### src/rtl/uram_2w2r_arbiter.sv
// Round-robin arbiter sharing both ports of a 2W/2R URAM among NUM_REQ requesters,
// with a zero-fill clear sequencer that drives both ports while requesters are locked out.
module uram_2w2r_arbiter #(
    parameter int unsigned NUM_REQ    = 4,
    parameter int unsigned DATA_WIDTH = 64,
    parameter int unsigned ADDR_WIDTH = 12,
    parameter int unsigned ADDR_RANGE = 4096
) (
    input  logic                          clk,
    input  logic                          rst_n,
    input  logic [NUM_REQ-1:0]            req_valid,
    output logic [NUM_REQ-1:0]            req_ready,
    input  logic [NUM_REQ-1:0]            req_we,
    input  logic [NUM_REQ*ADDR_WIDTH-1:0] req_addr,
    input  logic [NUM_REQ*DATA_WIDTH-1:0] req_wdata,
    output logic [NUM_REQ-1:0]            rsp_valid,
    output logic [NUM_REQ*DATA_WIDTH-1:0] rsp_data,
    input  logic                          clr_start,
    output logic                          clr_busy,
    output logic                          clr_done,
    output logic                          ce0,
    output logic                          we0,
    output logic [ADDR_WIDTH-1:0]         addr0,
    output logic [DATA_WIDTH-1:0]         wdata0,
    input  logic [DATA_WIDTH-1:0]         rdata0,
    output logic                          ce1,
    output logic                          we1,
    output logic [ADDR_WIDTH-1:0]         addr1,
    output logic [DATA_WIDTH-1:0]         wdata1,
    input  logic [DATA_WIDTH-1:0]         rdata1
);

    localparam int unsigned IdxW = (NUM_REQ > 1) ? $clog2(NUM_REQ) : 1;
    localparam logic [ADDR_WIDTH-1:0] ClrLast = ADDR_WIDTH'(ADDR_RANGE / 2 - 1);

    typedef enum logic [0:0] {StServe, StClear} state_e;

    state_e                state_q, state_d;
    logic [IdxW-1:0]       rr_ptr_q, rr_ptr_d;
    logic [ADDR_WIDTH-1:0] clr_cnt_q, clr_cnt_d;
    logic                  clr_done_q, clr_done_d;
    logic                  rsp0_vld_q, rsp0_vld_d, rsp1_vld_q, rsp1_vld_d;
    logic [IdxW-1:0]       rsp0_id_q, rsp0_id_d, rsp1_id_q, rsp1_id_d;

    logic                  serve_en;
    logic                  g0_vld, g1_vld, g1_cand;
    logic [IdxW-1:0]       g0_idx, g1_idx;
    logic [ADDR_WIDTH-1:0] g0_addr, g1_addr;
    logic [DATA_WIDTH-1:0] g0_wdata, g1_wdata;
    logic                  g0_we, g1_we;

    assign serve_en = rst_n && (state_q == StServe);

    // Cyclic scan from rr_ptr; first two valid requesters become port-0 / port-1 candidates.
    always_comb begin
        g0_vld  = 1'b0;
        g1_cand = 1'b0;
        g0_idx  = '0;
        g1_idx  = '0;
        for (int unsigned j = 0; j < NUM_REQ; j++) begin
            automatic logic [IdxW-1:0] cand;
            cand = IdxW'((32'(rr_ptr_q) + j) % NUM_REQ);
            if (serve_en && req_valid[cand]) begin
                if (!g0_vld) begin
                    g0_vld = 1'b1;
                    g0_idx = cand;
                end else if (!g1_cand) begin
                    g1_cand = 1'b1;
                    g1_idx  = cand;
                end
            end
        end
    end

    assign g0_addr  = req_addr[32'(g0_idx)*ADDR_WIDTH +: ADDR_WIDTH];
    assign g1_addr  = req_addr[32'(g1_idx)*ADDR_WIDTH +: ADDR_WIDTH];
    assign g0_wdata = req_wdata[32'(g0_idx)*DATA_WIDTH +: DATA_WIDTH];
    assign g1_wdata = req_wdata[32'(g1_idx)*DATA_WIDTH +: DATA_WIDTH];
    assign g0_we    = req_we[g0_idx];
    assign g1_we    = req_we[g1_idx];

    // Two writes to one address in the same cycle: the port-1 requester retries.
    assign g1_vld = g1_cand && !(g0_we && g1_we && (g0_addr == g1_addr));

    always_comb begin
        req_ready = '0;
        ce0       = 1'b0;
        we0       = 1'b0;
        addr0     = '0;
        wdata0    = '0;
        ce1       = 1'b0;
        we1       = 1'b0;
        addr1     = '0;
        wdata1    = '0;
        if (rst_n && state_q == StClear) begin
            ce0   = 1'b1;
            we0   = 1'b1;
            addr0 = {clr_cnt_q[ADDR_WIDTH-2:0], 1'b0};
            ce1   = 1'b1;
            we1   = 1'b1;
            addr1 = {clr_cnt_q[ADDR_WIDTH-2:0], 1'b1};
        end else begin
            if (g0_vld) begin
                req_ready[g0_idx] = 1'b1;
                ce0               = 1'b1;
                we0               = g0_we;
                addr0             = g0_addr;
                wdata0            = g0_wdata;
            end
            if (g1_vld) begin
                req_ready[g1_idx] = 1'b1;
                ce1               = 1'b1;
                we1               = g1_we;
                addr1             = g1_addr;
                wdata1            = g1_wdata;
            end
        end
    end

    always_comb begin
        state_d    = state_q;
        rr_ptr_d   = rr_ptr_q;
        clr_cnt_d  = clr_cnt_q;
        clr_done_d = 1'b0;
        rsp0_vld_d = 1'b0;
        rsp1_vld_d = 1'b0;
        rsp0_id_d  = g0_idx;
        rsp1_id_d  = g1_idx;
        unique case (state_q)
            StServe: begin
                rsp0_vld_d = g0_vld && !g0_we;
                rsp1_vld_d = g1_vld && !g1_we;
                if (g1_vld) begin
                    rr_ptr_d = (32'(g1_idx) == NUM_REQ - 1) ? '0 : g1_idx + 1'b1;
                end else if (g0_vld) begin
                    rr_ptr_d = (32'(g0_idx) == NUM_REQ - 1) ? '0 : g0_idx + 1'b1;
                end
                if (clr_start) begin
                    state_d = StClear;
                end
            end
            StClear: begin
                if (clr_cnt_q == ClrLast) begin
                    state_d    = StServe;
                    clr_cnt_d  = '0;
                    clr_done_d = 1'b1;
                end else begin
                    clr_cnt_d = clr_cnt_q + 1'b1;
                end
            end
            default: state_d = StServe;
        endcase
    end

    always_ff @(posedge clk) begin
        if (!rst_n) begin
            state_q    <= StServe;
            rr_ptr_q   <= '0;
            clr_cnt_q  <= '0;
            clr_done_q <= 1'b0;
            rsp0_vld_q <= 1'b0;
            rsp1_vld_q <= 1'b0;
            rsp0_id_q  <= '0;
            rsp1_id_q  <= '0;
        end else begin
            state_q    <= state_d;
            rr_ptr_q   <= rr_ptr_d;
            clr_cnt_q  <= clr_cnt_d;
            clr_done_q <= clr_done_d;
            rsp0_vld_q <= rsp0_vld_d;
            rsp1_vld_q <= rsp1_vld_d;
            rsp0_id_q  <= rsp0_id_d;
            rsp1_id_q  <= rsp1_id_d;
        end
    end

    always_comb begin
        rsp_valid = '0;
        rsp_data  = '0;
        if (rsp0_vld_q) begin
            rsp_valid[rsp0_id_q]                            = 1'b1;
            rsp_data[32'(rsp0_id_q)*DATA_WIDTH +: DATA_WIDTH] = rdata0;
        end
        if (rsp1_vld_q) begin
            rsp_valid[rsp1_id_q]                            = 1'b1;
            rsp_data[32'(rsp1_id_q)*DATA_WIDTH +: DATA_WIDTH] = rdata1;
        end
    end

    assign clr_busy = (state_q == StClear);
    assign clr_done = clr_done_q;

endmodule

### config.mk
export PLATFORM = sky130hd
export DESIGN_NAME = uram_2w2r_arbiter
export DESIGN_NICKNAME = d
export VERILOG_FILES = /design/src/rtl/uram_2w2r_arbiter.sv
export SDC_FILE = /design/constraint.sdc
export NUM_CORES = 1
export LEC_CHECK = 0
export ABC_AREA = 1
export CORE_AREA = 5 5 335 337
export CTS_CLUSTER_DIAMETER = 120
export DETAILED_ROUTE_END_ITERATION = 16
export DIE_AREA = 0 0 340 342
export SKIP_CTS_REPAIR_TIMING = 1
export SYNTH_ARGS = -nofsm -noshare
export SYNTH_HDL_FRONTEND = slang
export SYNTH_SLANG_ARGS = --single-unit
### constraint.sdc
create_clock -name clk -period 9.06 [get_ports clk]
set_input_delay 0.906 -clock clk [delete_from_list [all_inputs] [get_ports clk]]
set_output_delay 0.906 -clock clk [all_outputs]
set_load 0.05 [all_outputs]
==> summary.txt, run 1 <==
Outcome
  – Outcome: finished clean

Clocking
  – Deepest clock path buffer count: 2
  – Sink Count: 22
  – Latest clock arrival within the worst-skew pair: roughly 250 ps
  – H-tree Lvls: 1
  – Number of CTS-inserted buffers: 3
  – Clock Root Buffer: clkbuf_16
  – CTS tree: yes
  – CTS clk-pin slew, worst paths: 60 ps

Min path
  – Worst hold path type: reg2reg
  – Sink of the worst hold path: clr_cnt_q[6]
  – Worst hold path depth: 2
  – Hold path start: clr_cnt_q[6]

Logic synthesis
  – Most used flip-flop cell after synthesis: dfxtp_1
  – Sequential fraction of the synthesis area: roughly 4%
  – Mapped cell area: approximately 11000 um^2
  – Post-synth ARST share: 0%
  – Mapped Avg Cell Area: roughly 5 um^2
  – Flops & latches, synth: 22
  – Number of synthesized flops with an enable pin: 0
  – Yosys cell types: 34
  – Cells after synthesis: about 2200
  – Synth warn: 0
  – Synth Net Count: around 2700

Layout
  – Final net count: 3358
  – Layout cells sized above 1: under 10%
  – Register area: 448 um^2
  – Most frequent cells in the layout: clkdlybuf4s50_1, nand2_1, inv_1
  – Most common cell after layout, fill and taps aside: clkdlybuf4s50_1
  – Multi-input gate area: slightly below 9000 um^2
  – Utilization after layout: 19.6%
  – Final instance area: about 21000 um^2
  – # fillers: between 10000 and 15000
  – Area delta synth->final: 89.8%

Pwr
  – Pleak: 0.00810 uW
  – Gate power share: 95.8%
  – Sequential power share: ~2.2%
  – Pwr/cell area: between 300 and 400 nW/um^2
  – Switching pwr: 4540 uW
  – Clk pwr share: ~1.9%
  – Sw Ratio: 71.0%
  – Internal power: ~1900 uW
  – Maximum vdd drop: 235 uV

Global routing
  – GRT Total Usage: between 10% and 20%
  – Largest net degree at the start of global routing: 191
  – First-pass GRT wire length: about 160000 um
  – Antenna violations before repair: 57
  – Vias in the first global route: 18748
  – Grt ovf: 0

Critical path
  – Critical path class: in2out
  – CP required: just over 8000 ps
  – Worst endpoint data arrival time: 6640 ps
  – FF-to-FF setup slack: roughly 4100 ps
  – R2r startpoint: rr_ptr_q[0]
  – Crit. End Element: primary output
  – CP Launch Type: input pin
  – Worst r2r dst: rr_ptr_q[1]
  – CP Max Fanout: between 80 and 90
  – Slowest CP cell: clkdlybuf4s50_1
  – Max incr delay on CP: 870 ps
  – Crit-path most repeated cell: nand2_1
  – Worst reg2reg path depth: 25

Die
  – Chip width: 340 um
  – DIE AREA: 116000 um^2
  – Initial cell density of the core: about a tenth
  – Rows: ~120
  – Chip height: between 300 and 400 um
  – Core Box Area: approximately 110000 um^2
  – # IOs: between 800 and 900

Timing
  – Slew headroom: between 20% and 30%
  – Setup tns final: 0 ps
  – Period utilization: 83.3%
  – Setup Skew: 1.91 ps
  – Peak Freq: 133 MHz
  – Final hold vios: 0
  – Tightest Pin Transition: approximately 1200 ps
  – Crit path time final: 7550 ps
  – Worst hold margin: 521 ps
  – RSZ-0062 raised after global routing: no
  – Final setup viols: 0
  – Max-slew violations: 0

Flow run
  – MaxCap Viol Count: 0

Drt
  – Number of DRC markers in iteration 0: roughly 1600
  – Antenna-violating nets left: 0
  – 1st-pass router iterations: 5
  – Via count of the routed design: about 20000
  – Total wire length: about 120000 um
  – Via/cell ratio: 4.60
  – Routed len/inst: 28.3 um
  – DRC Markers: 0

Place
  – RD Place Congestion: roughly 1.0
  – Dpl hpwl: between 100000 and 150000 um
  – Area after DPL: about 21000 um^2
  – IO buf count: ~860
registers in the layout, indices dropped and copies added (netlist names):
register / flops
clr_cnt_q: 12
rr_ptr_q: 2
rsp0_id_q: 2
rsp1_id_q: 2
clr_busy: 1
clr_done: 1
rsp0_vld_q: 1
rsp1_vld_q: 1
layer usage:
layer | wire length [um] | up-vias | track usage, %
met5 | 285 | - | 0
met4 | 4740 | 46 | 6.04
met3 | 11700 | 189 | 6.53
met2 | 57600 | 1128 | 33.2
met1 | 48400 | 9529 | 23.7
li1 | - | 9032 | -
power by group through the flow:
stage / Clock (uW) / Combinational [uW] / Sequential [uW]
after detailed placement: 0 / 6130 / 145
final: 125 / 6130 / 142
after CTS: 126 / 6150 / 143
after global placement: 0 / 6120 / 144
after floorplan: 0 / 3800 / 127
after global routing: 130 / 6470 / 146
worst max-delay path, delay by kind of cell:
family | cells | cell delay [ps]
AO/OA/AOI/OAI | 1 | 280
adder cells (fa/ha/maj) | 1 | 240
buffers and inverters | 8 | 2610
AND/OR/NAND/NOR | 15 | 2450
kinds of logic (layout without fill, tap and decap cells):
group,Yosys count,in the layout,share of synthesized area (%)
compound gates,826,826,44.6
buf+inv,561,1253,19.6
fa+ha+maj,24,24,2.68
xor+xnor,5,5,0.391
flops,22,22,3.93
simple gates,760,760,28.8
other cells,0,23,0
stage by stage:
| stage | total power, uW | instances | setup WS [ps] |
|---|---|---|---|
| 2_1_floorplan | 3930 | 2198 | 4020 |
| 3_5_place_dp | 6280 | 4300 | 1590 |
| 5_1_grt | 6740 | 4310 | 1020 |
| 6_report | 6400 | 4327 | 1510 |
| 4_1_cts | 6410 | 4304 | 1590 |
| 3_3_place_gp | 6270 | 4300 | 1700 |
worst max path at each step:
stage               start    endpoint  slack, ps  cells past startpoint
floorplan           rst_n  wdata1[56]       4020                     24
global placement    rst_n  wdata1[46]       1700                     25
detailed placement  rst_n  wdata1[30]       1590                     25
CTS                 rst_n  wdata1[30]       1590                     25
global route        rst_n  wdata1[30]       1020                     25
finish              rst_n  wdata1[42]       1510                     25
cell usage after synthesis, drive strengths merged (37+ instances only):
cell type  number  share of area [%]
clkbuf        157                5.3
a211oi         65                4.4
o21ai         209                9.4
buf            49                2.4
o211ai         70                4.7
o22ai         213                 12
o32ai          64                5.0
a21oi         203                9.1
nand3         183                8.6
inv           355                 12
nand2         519                 18
nor2           37                1.5
final cells by class:
type,instances,area share [%]
clock buffers,3,0.353
well taps,1414,8.32
inverters,355,6.28
multi-input cells,1615,40.7
flip-flops and latches,22,2.11
diodes,23,0.271
repair buffers,894,41.9
clock inverters,1,0.141
Power figures use the tool's default switching activity.
==> run 2, diff against run 1 <==
--- a/config.mk
+++ b/config.mk
@@ -6,10 +6,10 @@
 export NUM_CORES = 1
 export LEC_CHECK = 0
 export ABC_AREA = 1
-export CORE_AREA = 5 5 335 337
+export CORE_AREA = 5 5 330 332
 export CTS_CLUSTER_DIAMETER = 120
 export DETAILED_ROUTE_END_ITERATION = 16
-export DIE_AREA = 0 0 340 342
+export DIE_AREA = 0 0 335 337
 export SKIP_CTS_REPAIR_TIMING = 1
 export SYNTH_ARGS = -nofsm -noshare
 export SYNTH_HDL_FRONTEND = slang
==> constraint.sdc (replaced) <==
create_clock -name clk -period 7.7 [get_ports clk]
set_input_delay 0.77 -clock clk [delete_from_list [all_inputs] [get_ports clk]]
set_output_delay 0.77 -clock clk [all_outputs]
set_load 0.05 [all_outputs]
==> run 2 against run 1 <==
  * Count of clock-buffer cells in the layout increased by 1
  * First-iteration DRC count grew 14%
  * Clock power about the same
  * Register-to-register slack worse by 1000 ps
  * Power is 21% higher
  * Clock skew rose by 10 ps
  * Core utilization is 1.2 points higher
  * Sequential power increased by 27%
  * Critical path depth fell by 10
  * Flip-flop and latch count is the same
  * Non-clock buffer count rose by 5
  * Via count is 0.71% higher
==> summary.txt, run 2 (synthesis results as in run 1) <==
Outcome
  – Outcome: finished clean (unchanged)

Global routing
  – First-pass GRT wire length: 159000 um (was 163000 um)
  – GRT Total Usage: 19.7% (about the same)
  – Largest net degree at the start of global routing: 197 (was 191)
  – Grt ovf: 0 (unchanged)
  – Antenna violations before repair: 69 (was 57)
  – Vias in the first global route: 18483 (was 18748)

Timing
  – Setup Skew: 11.9 ps (was 1.91 ps)
  – RSZ-0062 raised after global routing: no (unchanged)
  – Period utilization: 87.1%
  – Crit path time final: approximately 6700 ps
  – Final setup viols: 0 (unchanged)
  – Setup tns final: 0 ps (unchanged)
  – Worst hold margin: 534 ps (was 521 ps)
  – Peak Freq: between 100 and 150 MHz
  – Max-slew violations: 0 (unchanged)
  – Tightest Pin Transition: 1060 ps (was 1160 ps)
  – Final hold vios: 0 (unchanged)
  – Slew headroom: 29.2% (was 22.5%)

Clocking
  – H-tree Lvls: 1 (unchanged)
  – Clock Root Buffer: clkbuf_16 (unchanged)
  – Sink Count: 22 (unchanged)
  – Latest clock arrival within the worst-skew pair: 260 ps (was 250 ps)
  – CTS tree: yes (unchanged)
  – Number of CTS-inserted buffers: 3 (unchanged)
  – CTS clk-pin slew, worst paths: 70 ps (was 60 ps)
  – Deepest clock path buffer count: 2 (unchanged)

Layout
  – Most frequent cells in the layout: clkdlybuf4s50_1, nand2_1, inv_1 (unchanged)
  – Most common cell after layout, fill and taps aside: clkdlybuf4s50_1 (unchanged)
  – Area delta synth->final: 96.8% (was 89.8%)
  – Max reg flops: 12 (unchanged)
  – Final net count: 3363 (was 3358)
  – Layout cells sized above 1: 5.56% (was 2.56%)
  – Register name with the most flops: clr_cnt_q (unchanged)

Min path
  – Sink of the worst hold path: clr_cnt_q[7] (was clr_cnt_q[6])
  – Worst hold path type: reg2reg (unchanged)
  – Hold path start: clr_cnt_q[5] (was clr_cnt_q[6])
  – Worst hold path depth: 2 (unchanged)

Critical path
  – R2r startpoint: rr_ptr_q[0] (unchanged)
  – Worst path bufs/invs: 6 (was 8)
  – Crit. End Element: primary output (unchanged)
  – CP required: 6930 ps (was 8150 ps)
  – Worst reg2reg path depth: 25 (unchanged)
  – Worst endpoint data arrival time: 5930 ps (was 6640 ps)
  – CP Launch Type: input pin (unchanged)
  – Slowest CP cell: clkdlybuf4s50_1 (unchanged)
  – Critical path class: in2out (unchanged)
  – CP Max Fanout: 88 (was 82)
  – Worst r2r dst: rr_ptr_q[1] (unchanged)
  – Top delay family on crit path: buffers and inverters (unchanged)
  – Max incr delay on CP: 890 ps (was 870 ps)
  – FF-to-FF setup slack: 3110 ps (was 4140 ps)
  – Crit path cell chain: clkdlybuf4s50_1, inv_2, nor2_4, nand3_2, inv_1, ha_1, inv_1, nand2_1, nand3_1, nand3_4, nand2_8, buf_4, o21ai_0, a21oi_1, clkdlybuf4s50_1

Die
  – Chip height: 337 um (was 342 um)
  – Initial cell density of the core: 10.6% (was 10.3%)
  – # IOs: 865 (unchanged)
  – DIE AREA: 113000 um^2 (was 116000 um^2)
  – Core Box Area: 106000 um^2 (was 109000 um^2)
  – Rows: 120 (was 121)
  – Chip width: 335 um (was 340 um)

Drt
  – Antenna-violating nets left: 0 (unchanged)
  – Via/cell ratio: 4.63 (was 4.60)
  – Via count of the routed design: 20065 (was 19924)
  – DRC Markers: 0 (unchanged)
  – Routed len/inst: 27.8 um (was 28.3 um)
  – 1st-pass router iterations: 6 (was 5)
  – Number of DRC markers in iteration 0: 1879 (was 1643)
  – Total wire length: 120000 um (was 123000 um)

Pwr
  – Overall power: 7760 uW (was 6400 uW)
  – Maximum vdd drop: 298 uV (was 235 uV)
  – Pleak: 0.00850 uW (was 0.00810 uW)
  – Pwr/cell area: 352 nW/um^2 (was 301 nW/um^2)

Place
  – RD Place Congestion: 0.928 (was 0.998)
  – Dpl hpwl: 98800 um (was 102000 um)
  – IO buf count: 864 (unchanged)

Flow run
  – MaxCap Viol Count: 0 (unchanged)
-- run 2: how the worst max path moves through the flow --
stage                  to  slack [ps]  cells past startpoint  startpoint
3_5_place_dp   wdata0[46]        1110                     15       rst_n
4_1_cts        wdata0[46]        1110                     15       rst_n
2_1_floorplan  wdata1[56]        2840                     24    clr_busy
3_3_place_gp   wdata0[46]        1200                     15       rst_n
5_1_grt        wdata0[46]         820                     15       rst_n
6_report       wdata0[46]        1000                     15       rst_n
-- run 2: cell type report --
class	instances	area, um^2
Inverter	355	1340
Tap cell	1403	1760
Fill cell	12057	84000
Timing Repair Buffer	899	9690
Antenna cell	33	82.6
Multi-Input combinational cell	1615	8640
Sequential cell	22	445
Clock buffer	4	88.8
-- run 2: power by group --
| group | internal [uW] | switching, uW |
|---|---|---|
| clock | 79.4 | 45.0 |
| sequential | 132 | 49.3 |
| combinational | 2210 | 5240 |
-- run 2: stage by stage --
step	util, %	std cells	setup slack, ps	cell area [um^2]
final	20.8	4331	996	22000
after global routing	20.7	4302	823	22000
after CTS	20.7	4298	1110	22000
after detailed placement	20.6	4294	1110	21900
after global placement	20.6	4294	1200	21900
after floorplan	-	2198	2840	11200
-- run 2: metal layers --
metal  global-route usage [%]  routed length [um]  part of all wire [%]  vias up
met4                     5.73                4870                   4.0       56
met2                     33.8               56500                    47     1209
li1                         -                   -                     -     9065
met5                        0                 322                  0.27        -
met1                     22.8               45500                    38     9503
met3                     7.67               13200                    11      232
-- run 2: tightest hold or removal path: stages, from the launching register on --
cell      delay, ps
dfxtp_1         330
nand4_1         110
a211oi_1         60
==> run 3, diff against run 2 <==
==> constraint.sdc (replaced) <==
create_clock -name clk -period 7.7 [get_ports clk]
set_input_delay 0.77 -clock clk [delete_from_list [all_inputs] [get_ports clk]]
set_output_delay 0.77 -clock clk [all_outputs]
set_load 0.1 [all_outputs]
==> run 3 against run 2 <==
  * Worst hold slack lost 16 ps
  * First-iteration DRC count grew 1.5%
  * Combinational power grew 29%
  * Clock skew shrank 4.4 ps
  * Design area shrank 0.68%
  * Setup slack gained 160 ps
  * Sequential power grew 7%
  * Power grew 28%
  * Critical path type unchanged
  * Critical endpoint is now wdata1[42]
  * Largest cell class unchanged
==> summary.txt, run 3 (synthesis results as in run 1) <==
Die
  – Chip height: 337 um (unchanged)
  – Rows: 120 (unchanged)
  – DIE AREA: 113000 um^2 (unchanged)
  – Core Box Area: 106000 um^2 (unchanged)
  – Chip width: 335 um (unchanged)
  – Initial cell density of the core: 10.6% (unchanged)
  – # IOs: 865 (unchanged)

Timing
  – Final setup margin: 1160 ps (was 996 ps)
  – Setup tns final: 0 ps (unchanged)
  – Tightest Pin Transition: 1270 ps (was 1060 ps)
  – Slew headroom: 15.4% (was 29.2%)
  – Crit path time final: 6540 ps (was 6700 ps)
  – Max-slew violations: 0 (unchanged)
  – Final hold vios: 0 (unchanged)
  – Peak Freq: 153 MHz (was 149 MHz)
  – RSZ-0062 raised after global routing: no (unchanged)
  – Period utilization: 85.0% (was 87.1%)
  – Final setup viols: 0 (unchanged)
  – Setup Skew: 7.47 ps (was 11.9 ps)

Pwr
  – Pleak: 0.00868 uW (was 0.00850 uW)
  – Overall power: 9940 uW (was 7760 uW)
  – Maximum vdd drop: 258 uV (was 298 uV)
  – Pwr/cell area: 454 nW/um^2 (was 352 nW/um^2)

Layout
  – Multi-input gate area: 8640 um^2 (about the same)
  – Layout cells sized above 1: 8.91% (was 5.56%)
  – Register area: 445 um^2 (unchanged)
  – # fillers: 12063 (was 12057)
  – Area delta synth->final: 95.5% (was 96.8%)
  – Register name with the most flops: clr_cnt_q (unchanged)
  – Max reg flops: 12 (unchanged)
  – Most frequent cells in the layout: clkdlybuf4s50_1, nand2_1, inv_1 (unchanged)
  – Final net count: 3364 (was 3363)
  – Most common cell after layout, fill and taps aside: clkdlybuf4s50_1 (unchanged)

Clocking
  – Deepest clock path buffer count: 2 (unchanged)
  – Number of CTS-inserted buffers: 3 (unchanged)
  – Clock Root Buffer: clkbuf_16 (unchanged)
  – CTS clk-pin slew, worst paths: 60 ps (was 70 ps)
  – Sink Count: 22 (unchanged)
  – CTS tree: yes (unchanged)
  – Latest clock arrival within the worst-skew pair: 260 ps (about the same)
  – H-tree Lvls: 1 (unchanged)

Drt
  – Routed len/inst: 27.7 um (was 27.8 um)
  – Number of DRC markers in iteration 0: 1908 (was 1879)
  – Antenna-violating nets left: 0 (unchanged)
  – DRC Markers: 0 (unchanged)
  – Total wire length: 120000 um (about the same)
  – 1st-pass router iterations: 6 (unchanged)
  – Via/cell ratio: 4.64 (was 4.63)
  – Via count of the routed design: 20073 (was 20065)

Critical path
  – Critical path class: in2out (unchanged)
  – Worst endpoint data arrival time: 5770 ps (was 5930 ps)
  – CP required: 6930 ps (about the same)
  – Crit. End Element: primary output (unchanged)
  – Critical path startpoint: rst_n (unchanged)
  – CP Max Fanout: 86 (was 88)
  – CP Launch Type: input pin (unchanged)
  – R2r startpoint: rr_ptr_q[0] (unchanged)

Outcome
  – Outcome: finished clean (unchanged)

Place
  – Dpl hpwl: 98800 um (about the same)
  – RD Place Congestion: 0.988 (was 0.928)
  – IO buf count: 864 (unchanged)
  – Post-place setup slack: 1270 ps (was 1110 ps)

Min path
  – Hold path start: clr_cnt_q[6] (was clr_cnt_q[5])
  – Worst hold path type: reg2reg (unchanged)

Global routing
  – Vias in the first global route: 18529 (was 18483)
  – Antenna violations before repair: 70 (was 69)
  – Largest net degree at the start of global routing: 201 (was 197)
  – First-pass GRT wire length: 158000 um (was 159000 um)
  – GRT Total Usage: 19.6% (was 19.7%)
  – Grt ovf: 0 (unchanged)

Flow run
  – MaxCap Viol Count: 0 (unchanged)
-- run 3: cell types whose count changed in the layout (fill, tap and decap cells not counted) --
cell	change
clkdlybuf4s50_1	-95
clkbuf_8	-1
diode_2	-5
buf_12	+6
buf_4	+90
bufinv_16	+1
nor2_1	-1
nor2_2	+1
-- run 3: area by class of cell --
cell class	count	share of cell area, %
multi-input combinational	1615	39.5
antenna	28	0.320
sequential	22	2.03
clock inverter	1	0.137
tap	1403	8.02
timing repair buffer	900	43.6
clock buffer	3	0.343
inverter	355	6.10
-- run 3: worst max-delay path, cell delays in order --
cell,delay [ps]
clkdlybuf4s50_1,600
inv_2,140
nor2_4,210
nand3_2,170
inv_1,160
ha_1,240
inv_1,50
nand2_1,50
nand3_1,120
nand3_4,320
nand2_8,540
nand2_1,150
o21ai_1,120
nand2_1,70
nand2_1,100
nand2_1,60
nand2_1,70
nand2_1,80
nor2_1,130
nand2_2,100
nand2_4,220
buf_4,500
buf_4,310
a211oi_1,110
buf_12,240
-- run 3: worst paths after layout --
kind,endpoint,slack [ps],cells after the start
hold reg to reg,clr_cnt_q[6],520,2
setup / recovery,wdata1[42],1160,25
hold / removal,clr_cnt_q[6],520,2
setup reg to reg,rr_ptr_q[1],3400,25
-- run 3: through the flow --
step                      cells  instance area (um^2)  hold slack (ps)  util (%)
after floorplan            2198                 11200              479         -
after global placement     4295                 21700              495      20.5
after detailed placement   4295                 21700              505      20.5
after CTS                  4299                 21800              521      20.6
after global routing       4306                 21800              557      20.6
final                      4327                 21900              518      20.7
-- run 3: layer usage --
| metal | vias to the layer above | track usage (%) | share of wire [%] |
|---|---|---|---|
| met4 | 42 | 6.01 | 4.0 |
| met5 | - | 0 | 0.22 |
| li1 | 9061 | - | - |
| met2 | 1185 | 33.9 | 48 |
| met3 | 240 | 7.43 | 11 |
| met1 | 9545 | 22.3 | 38 |
-- run 3: where the power goes --
group          total (uW)  internal, uW  switching (uW)  leakage (uW)
clock                 146           103            42.4     0.0000513
sequential            193           132            61.2      0.000180
combinational        9600          2140            7470       0.00845
